<file path="config.mk">
export PLATFORM = sky130hd
export DESIGN_NAME = rtc_bus_reader
export DESIGN_NICKNAME = d
export VERILOG_FILES = /design/src/rtl/rtc_pkg.sv /design/src/rtl/rtc_bus_phase.sv /design/src/rtl/rtc_bus_reader.sv
export SDC_FILE = /design/constraint.sdc
export NUM_CORES = 1
export LEC_CHECK = 0
export ABC_CLOCK_PERIOD_IN_PS = 6650
export BUFFER_PORTS_ARGS = -buffer_cell sky130_fd_sc_hd__buf_2
export CAP_MARGIN = 5
export CORE_ASPECT_RATIO = 0.9
export CORE_MARGIN = 5
export CORE_UTILIZATION = 34
export DETAILED_ROUTE_END_ITERATION = 8
export GPL_ROUTABILITY_DRIVEN = 0
export GPL_TIMING_DRIVEN = 0
export PLACE_DENSITY = 0.63
export SLEW_MARGIN = 15
export SYNTH_ARGS = -nofsm -noshare
export SYNTH_HDL_FRONTEND = slang
export SYNTH_SLANG_ARGS = --single-unit
</file>
<file path="constraint.sdc">
create_clock -name CLK -period 6.65 [get_ports CLK]
set_input_delay 0 -clock CLK [delete_from_list [all_inputs] [get_ports CLK]]
set_output_delay 0 -clock CLK [all_outputs]
set_load 0.01 [all_outputs]
</file>
<file path="src/rtl/rtc_pkg.sv">
// Shared constants, FSM state type and BCD helpers for the RTC bus reader.
package rtc_pkg;

    localparam int unsigned TPH_DEFAULT  = 8;
    localparam int unsigned TGAP_DEFAULT = 4;
    localparam int unsigned NUM_REGS     = 9;

    localparam logic [7:0] CMD_LATCH     = 8'hF0;
    localparam logic [7:0] ADDR_SEGUNDO  = 8'h21;
    localparam logic [7:0] ADDR_MINUTO   = 8'h22;
    localparam logic [7:0] ADDR_HORA     = 8'h23;
    localparam logic [7:0] ADDR_DIA      = 8'h24;
    localparam logic [7:0] ADDR_MES      = 8'h25;
    localparam logic [7:0] ADDR_ANO      = 8'h26;
    localparam logic [7:0] ADDR_SEGUNDOT = 8'h41;
    localparam logic [7:0] ADDR_MINUTOT  = 8'h42;
    localparam logic [7:0] ADDR_HORAT    = 8'h43;

    // Shadow/output slot index follows the read order.
    localparam logic [3:0] IDX_SEGUNDO  = 4'd0;
    localparam logic [3:0] IDX_MINUTO   = 4'd1;
    localparam logic [3:0] IDX_HORA     = 4'd2;
    localparam logic [3:0] IDX_DIA      = 4'd3;
    localparam logic [3:0] IDX_MES      = 4'd4;
    localparam logic [3:0] IDX_ANO      = 4'd5;
    localparam logic [3:0] IDX_SEGUNDOT = 4'd6;
    localparam logic [3:0] IDX_MINUTOT  = 4'd7;
    localparam logic [3:0] IDX_HORAT    = 4'd8;
    localparam logic [3:0] IDX_LAST     = 4'd8;

    typedef enum logic [2:0] {
        IDLE,
        CMD_ADDR,
        CMD_DATA,
        RD_ADDR,
        RD_DATA,
        COMMIT
    } rtc_state_e;

    function automatic logic [7:0] reg_addr(input logic [3:0] idx);
        logic [7:0] addr;
        unique case (idx)
            IDX_SEGUNDO:  addr = ADDR_SEGUNDO;
            IDX_MINUTO:   addr = ADDR_MINUTO;
            IDX_HORA:     addr = ADDR_HORA;
            IDX_DIA:      addr = ADDR_DIA;
            IDX_MES:      addr = ADDR_MES;
            IDX_ANO:      addr = ADDR_ANO;
            IDX_SEGUNDOT: addr = ADDR_SEGUNDOT;
            IDX_MINUTOT:  addr = ADDR_MINUTOT;
            IDX_HORAT:    addr = ADDR_HORAT;
            default:      addr = 8'h00;
        endcase
        return addr;
    endfunction

    // Non-decimal nibbles become 4'hF so the display shows a blank digit.
    function automatic logic [7:0] bcd_blank(input logic [7:0] v);
        logic [7:0] r;
        r[7:4] = (v[7:4] > 4'd9) ? 4'hF : v[7:4];
        r[3:0] = (v[3:0] > 4'd9) ? 4'hF : v[3:0];
        return r;
    endfunction

endpackage

</file>
<file path="src/rtl/rtc_bus_phase.sv">
// Phase timer: TPH strobe-low cycles followed by TGAP idle cycles while go is held.
module rtc_bus_phase #(
    parameter int unsigned TPH  = 8,
    parameter int unsigned TGAP = 4
) (
    input  logic CLK,
    input  logic RST,
    input  logic go,
    output logic strobe_low,
    output logic sample_en,
    output logic phase_done
);

    localparam int unsigned PERIOD = TPH + TGAP;
    localparam int unsigned CNT_W  = (PERIOD > 1) ? $clog2(PERIOD) : 1;

    logic [CNT_W-1:0] cnt_q, cnt_d;

    always_comb begin
        strobe_low = go && (cnt_q < CNT_W'(TPH));
        sample_en  = go && (cnt_q == CNT_W'(TPH - 1));
        phase_done = go && (cnt_q == CNT_W'(PERIOD - 1));
        // Wrap on phase_done so back-to-back phases need no idle cycle.
        cnt_d = (!go || phase_done) ? '0 : cnt_q + CNT_W'(1);
    end

    always_ff @(posedge CLK) begin
        if (RST) begin
            cnt_q <= '0;
        end else begin
            cnt_q <= cnt_d;
        end
    end

endmodule

</file>
<file path="src/rtl/rtc_bus_reader.sv">
// Sweeps the RTC over its multiplexed bus and publishes an atomic packed-BCD snapshot
// of date, time and countdown timer, raising ALARMA when the committed timer reads zero.
module rtc_bus_reader
    import rtc_pkg::*;
#(
    parameter int unsigned TPH  = TPH_DEFAULT,
    parameter int unsigned TGAP = TGAP_DEFAULT
) (
    input  logic       CLK,
    input  logic       RST,
    input  logic       START,
    input  logic       TIMER_EN,
    input  logic       ALARM_ACK,
    input  logic [7:0] AD_IN,
    output logic [7:0] AD_OUT,
    output logic       AD_OE,
    output logic       CS_N,
    output logic       AD_N,
    output logic       WR_N,
    output logic       RD_N,
    output logic [7:0] DIA_T,
    output logic [7:0] MES_T,
    output logic [7:0] ANO_T,
    output logic [7:0] HORA_T,
    output logic [7:0] MINUTO_T,
    output logic [7:0] SEGUNDO_T,
    output logic [7:0] HORAT_T,
    output logic [7:0] MINUTOT_T,
    output logic [7:0] SEGUNDOT_T,
    output logic       ALARMA,
    output logic       BUSY,
    output logic       DONE
);

    rtc_state_e state_q, state_d;
    logic [3:0] idx_q, idx_d;
    logic [7:0] shadow_q [NUM_REGS];
    logic [7:0] out_q    [NUM_REGS];
    logic       done_q;
    logic       alarm_q, alarm_d;
    logic       commit;
    logic       phase_go;
    logic       strobe_low, sample_en, phase_done;

    // Kept apart from the FSM block: the timer outputs feed back into it.
    assign phase_go = (state_q == CMD_ADDR) || (state_q == CMD_DATA) ||
                      (state_q == RD_ADDR)  || (state_q == RD_DATA);

    rtc_bus_phase #(
        .TPH  (TPH),
        .TGAP (TGAP)
    ) u_phase (
        .CLK        (CLK),
        .RST        (RST),
        .go         (phase_go),
        .strobe_low (strobe_low),
        .sample_en  (sample_en),
        .phase_done (phase_done)
    );

    always_comb begin
        state_d = state_q;
        idx_d   = idx_q;
        commit  = 1'b0;
        CS_N    = 1'b1;
        AD_N    = 1'b1;
        WR_N    = 1'b1;
        RD_N    = 1'b1;
        AD_OE   = 1'b0;
        AD_OUT  = 8'h00;
        unique case (state_q)
            IDLE: begin
                if (START) begin
                    state_d = CMD_ADDR;
                    idx_d   = 4'd0;
                end
            end
            CMD_ADDR: begin
                CS_N   = 1'b0;
                AD_OE  = 1'b1;
                AD_OUT = CMD_LATCH;
                AD_N   = !strobe_low;
                WR_N   = !strobe_low;
                if (phase_done) state_d = CMD_DATA;
            end
            CMD_DATA: begin
                CS_N   = 1'b0;
                AD_OE  = 1'b1;
                AD_OUT = CMD_LATCH;
                WR_N   = !strobe_low;
                if (phase_done) state_d = RD_ADDR;
            end
            RD_ADDR: begin
                CS_N   = 1'b0;
                AD_OE  = 1'b1;
                AD_OUT = reg_addr(idx_q);
                AD_N   = !strobe_low;
                WR_N   = !strobe_low;
                if (phase_done) state_d = RD_DATA;
            end
            RD_DATA: begin
                CS_N = 1'b0;
                RD_N = !strobe_low;
                if (phase_done) begin
                    if (idx_q == IDX_LAST) begin
                        state_d = COMMIT;
                    end else begin
                        idx_d   = idx_q + 4'd1;
                        state_d = RD_ADDR;
                    end
                end
            end
            COMMIT: begin
                commit  = 1'b1;
                state_d = IDLE;
            end
            default: state_d = IDLE;
        endcase
    end

    // A fresh alarm outranks an acknowledge arriving in the same cycle.
    always_comb begin
        alarm_d = alarm_q;
        if (commit && TIMER_EN && (shadow_q[IDX_HORAT] == 8'h00) &&
            (shadow_q[IDX_MINUTOT] == 8'h00) && (shadow_q[IDX_SEGUNDOT] == 8'h00)) begin
            alarm_d = 1'b1;
        end else if (ALARM_ACK) begin
            alarm_d = 1'b0;
        end
    end

    always_ff @(posedge CLK) begin
        if (RST) begin
            state_q <= IDLE;
            idx_q   <= 4'd0;
            done_q  <= 1'b0;
            alarm_q <= 1'b0;
            for (int i = 0; i < NUM_REGS; i++) begin
                shadow_q[i] <= 8'h00;
                out_q[i]    <= 8'h00;
            end
        end else begin
            state_q <= state_d;
            idx_q   <= idx_d;
            done_q  <= commit;
            alarm_q <= alarm_d;
            if (state_q == RD_DATA && sample_en) begin
                shadow_q[idx_q] <= bcd_blank(AD_IN);
            end
            if (commit) begin
                for (int i = 0; i < NUM_REGS; i++) begin
                    out_q[i] <= shadow_q[i];
                end
            end
        end
    end

    assign SEGUNDO_T  = out_q[IDX_SEGUNDO];
    assign MINUTO_T   = out_q[IDX_MINUTO];
    assign HORA_T     = out_q[IDX_HORA];
    assign DIA_T      = out_q[IDX_DIA];
    assign MES_T      = out_q[IDX_MES];
    assign ANO_T      = out_q[IDX_ANO];
    assign SEGUNDOT_T = out_q[IDX_SEGUNDOT];
    assign MINUTOT_T  = out_q[IDX_MINUTOT];
    assign HORAT_T    = out_q[IDX_HORAT];

    assign ALARMA = alarm_q;
    assign BUSY   = (state_q != IDLE);
    assign DONE   = done_q;

endmodule

</file>
Yosys cells after proc, flatten, opt, wreduce, memory -nomap -nowiden
Memory sizes are Yosys's and may differ from the RTL's. A register that Yosys moved wholly into a read port is not among the register bits. Cells that the tools add are included.

Add/sub/neg operators: 2. $lt $le $gt $ge: 3. Eq/ne operators: 14. Muxes and demuxes: 44. Bitwise logic cells: 9. Reductions and logical operators: 29.

Operator list (number): $mux 8 (10); $mux 4 (8); $logic_not 8->1 (3); $mux 3 (6); $mux 1 (17); $pmux 8 s2 (1); $pmux 3 s5 (1); $ne 2x2->1 const B (6); $or 1x1->1 (9); $add 4x1->4 const B (2); $eq 4x4->1 const B (2); $gt 4x4->1 const B (2); $logic_and 1x1->1 (8); $pmux 4 s2 (1); $reduce_or 8->1 (1); $eq 3x2->1 const B (2); $eq 3x3->1 const B (2); $reduce_or 2->1 (3); $reduce_and 5->1 (1); $eq 4x3->1 const B (1); $logic_or 1x1->1 (4); $lt 4x4->1 const B (1); $reduce_and 4->1 (1); $reduce_bool 2->1 (2); other kinds (6) (7).

Register bits: 13. Memory bits (writable): 144. Memory bits (read-only): 80. Bits of input ports: 13. Output and inout bits: 88. Logic and storage cells: 109. Memories: 3.

Memories: (no name shown) (words 16, width 5, read ports 1, clocked after Yosys merged registers in 1, write ports 0, RTL line rtc_pkg.sv:42) `unique case (idx)`; out_q (words 9, width 8, read ports 9, clocked after Yosys merged registers in 0, write ports 9, RTL line rtc_bus_reader.sv:38) `logic [7:0] out_q [NUM_REGS];`; shadow_q (words 9, width 8, read ports 9, clocked after Yosys merged registers in 0, write ports 9, RTL line rtc_bus_reader.sv:37) `logic [7:0] shadow_q [NUM_REGS];`.

Longest topological paths before layout
Depth after elaboration: 11. Gate-level depth with buffers: 10. Depth with buffers taken out: 10.

Cells and area by module
Synthesis repeated with hierarchy kept, for this count alone.

Cell total of the unflattened synthesis: 473. Area, all modules: 6333.6 µm².

By module, submodules not included: rtc_bus_reader (times used 1, cells an instance 454, area an instance 6155.9 µm², seq. area each 4604.4 µm²); rtc_bus_phase (times used 1, cells an instance 19, area an instance 177.7 µm², seq. area each 80.1 µm²).

Worst setup path before layout
Ideal clock, no wire load.

Path type: reg2reg. Start point: register state_q[0]. End point: memory out_q[0][0] (enable). Setup time: 0.432 ns. Arrival: 2.311 ns. Data required time: 6.218 ns. Slack: 3.907 ns. Stages on the path, launching flop included: 4. Path buffers: 1. Period minus slack after synthesis: 2.743 ns. Cell sequence: dfxtp_1 > clkbuf_1 > nand3b_1 > nand2_1.

RTL lines: from (decl) (RTL line rtc_bus_reader.sv:35) `rtc_state_e state_q, state_d;`; from (signal assigned) (RTL line rtc_bus_reader.sv:143) `state_q <= state_d;`; to (decl) (RTL line rtc_bus_reader.sv:38).

==> flow_summary.toml <==
[sta]
setup_violations = 0
slew_headroom_pct = 15.5
worst_pin_slew_ns = 1.27
clock_skew_ns = 0.00852
max_freq_mhz = 375
timing.final.crit_share_pct = 40.1
rsz0062_at_grt = "no"
finalHoldViolCount = 0
slew_violations = 0
post-route-min-period_ns = 2.67
setup_tns_ns = 0

[layout]
layout-drive-gt1-share_pct = 25.0
final_nets = 606
syn2layout_area_growth_pct = 22.4
final_cells = 845
antenna_cells = 0
fillers = 1728
multiInputGateArea_um2 = 1600
ff_latch_area_um2 = 4680

[synth]
synth.avg_cell_area_um2 = 13.7
synth_cell_types = 47
syn_inst = 467
yosysWarnings = 0
synth_top_area_share_pct = 67.7
synth_area_um2 = 6390
yosysTopAreaCell = "edfxtp_1"
synth_nets = 486
synthTopCellsByArea = "edfxtp_1, and2_1, dfxtp_1"
synth_seq_cells = 162
seq_area_frac_synth_pct = 73.3

[worst_setup_path]
slowest_delay_ns = 0.54
critPathCaptureType = "register"
crit_family = "simple AND/OR/NAND/NOR gates"
startpoint = "state_q[1]"
r2r_start = "state_q[1]"
path_cells = "buf_2 > or3b_4 > or4_4 > nor3b_4 > nand2_4 > nand2_1"
worst-path-buf-inv = 1
start_kind = "register"
worstPathArrival_ns = 2.76
path_class = "register to register"
cp_max_fo = 10
slowest_stage = "or4_4"
critPathRequiredTime_ns = 6.74

[clocking]
cts-root-buf = "clkbuf_16"
cts-htree-levels = 4
clockBufferDepth = 2
cts_buffers = 17
clk_pin_slew_ns = 0.07
post_cts_buffers = 0
cts_tree = "done"
insertion_delay_ns = 0.43
cts.sink_count = 162

[place]
hpwl_um = 9270
port_buffers = 99
dpl.cell_count = 812

[grt]
antenna_found_initial = 1
grt_max_degree = 53
first_global_vias = 3895
grt_pass1_wl_um = 21500
busiest_layer = "met2"
gr-total-overflow = 0
grt_use_met2_pct = 20.1
grt_usage_pct = 13.0
use_met1_pct = 17.2
grt_use_met3_pct = 4.32

[die]
dieArea_um2 = 21600
ioPinCount = 101
die_h_um = 140
coreArea_um2 = 18500
die_w_um = 155
rows = 47
initial_utilization_pct = 34.6

[run_status]
status = "finished clean"

[power_and_ir_drop]
p_sw_w = 0.000484
p_sw_share_pct = 21.9
finalPower_w = 0.00221
pwr-share-clk_pct = 43.6
power_leakage_nw = 3.08
ir_drop_mv = 0.179
p_int_w = 0.00173
p_per_area_nw_per_um2 = 283
pwr-share-comb_pct = 4.3
power_frac_seq_pct = 52.0

[drt]
wl_per_cell_um = 16.0
drcViolationCount = 0
ant_nets = 0
first_pass_iters = 7
viasPerCell = 4.58
routed_wl_um = 13500
drt-initial-drc-count = 342
vias = 3871

[min_path]
min_from = "AD_IN[2]"
hold_path_class = "input port to register"

[run]
max-cap-violations = 0
what timing repair did:
| item | 4_1_cts | 5_1_grt |
|---|---|---|
| hold buffers | 1 | 0 |
| endpoints found under the hold margin | 1 | 0 |
| resized for setup | 0 | 0 |
worst min-delay path, stage by stage:
cell and delay (ns):
buf_2 0.11, a21oi_2 0.14, nor2_1 0.11
sequential cells by signal, summed over array words and instances, names as in the netlist, named ones only:
signal and flops:
out_q 72, shadow_q 72, u_phase.cnt_q 4, state_q 3, DONE 1, ALARMA 1
idx_q 4
cell families (layout without fill, tap and decap cells):
kind of cell	count (synthesis)	after routing	synth area share (%)
xor gates and xnor gates	6	6	0.822
buffers and inverters	28	161	1.78
DFF	162	162	73.3
other	1	1	0.0587
adders and majority gates	6	6	1.17
muxes	6	6	0.979
and+or+nand+nor	235	235	19.6
AOI/OAI and AO/OA	23	23	2.29
power by group through the flow:
stage	registers [W]	logic [W]	clock network (W)
floorplan	0.00118	0.0000398	0
detailed placement	0.00117	0.0000954	0
CTS	0.00115	0.0000966	0.000977
finish	0.00115	0.0000955	0.000965
global placement	0.00117	0.0000908	0
global route	0.00115	0.000104	0.00103
cell usage after synthesis, drive strengths merged:
master,n
edfxtp,144
nor2,92
and2,72
nand2,25
dfxtp,18
clkbuf,16
a21oi,9
inv,7
ha,6
nor4,6
nor3,5
xnor2,5
mux2i,4
nand3b,4
nand4,4
nor3b,4
o21ai,4
and3,3
buf,3
nand2b,3
or2,3
a22oi,2
and3b,2
clkinv,2
mux2,2
nand3,2
nor4b,2
o21a,2
or3,2
or3b,2
or4,2
a22o,1
a2bb2oi,1
a32oi,1
conb,1
nand4b,1
nor2b,1
o2111ai,1
o22a,1
o31ai,1
xor2,1
cell type report:
class / count / share of cell area [%]
sequential: 162 / 59.9
multi-input combinational: 277 / 20.5
timing repair buffer: 101 / 6.81
clock buffer: 18 / 5.49
tap: 245 / 3.92
clock inverter: 14 / 1.97
buffer: 19 / 1.02
inverter: 9 / 0.432
stage by stage:
stage | utilization [%] | cell area [µm²] | setup slack [ns] | hold WS, ns
final | 42.4 | 7820 | 3.98 | 0.0605
after global routing | 42.4 | 7820 | 3.83 | 0.0520
after CTS | 42.3 | 7820 | 3.94 | 0.0871
after detailed placement | 39.1 | 7230 | 3.97 | 0.303
after global placement | 38.9 | 7190 | 2.82 | 0.310
after floorplan | - | 6390 | 3.91 | 0.182
per-layer routing:
metal | wire, µm | vias to the layer above
met5 | 7 | -
met4 | 256 | 2
met3 | 848 | 23
met2 | 6220 | 134
met1 | 6190 | 1834
li1 | - | 1878
path summary, 6_finish.rpt:
kind	endpoint	slack, ns	cells past startpoint
worst max-delay path	shadow_q[6][2]	3.98	6
worst max register to register	shadow_q[6][2]	3.98	6
worst min register to register	u_phase.cnt_q[0]	0.45	1
worst min-delay path	shadow_q[8][2]	0.06	3
cells in the final DEF, fill, tap and decap left out, types with 3 or more instances in the layout:
cell       Yosys  final
a21oi_1        9      8
and2_1        72     72
and3_1         3      3
buf_2          1    100
clkbuf_1      16     17
clkbuf_16      0     17
clkinv_2       0      3
dfxtp_1       18     18
edfxtp_1     144    144
ha_1           6      6
inv_1          7      7
inv_6          0      4
mux2i_1        4      4
nand2_1       21     20
nand2_4        4      5
nand2b_1       3      3
nand3b_1       4      4
nand4_1        4      4
nor2_1        92     92
nor3_1         4      4
nor3b_1        3      3
nor4_1         6      6
o21ai_0        4      4
or2_2          3      3
xnor2_1        5      5
(Power assumes the default switching activity.)
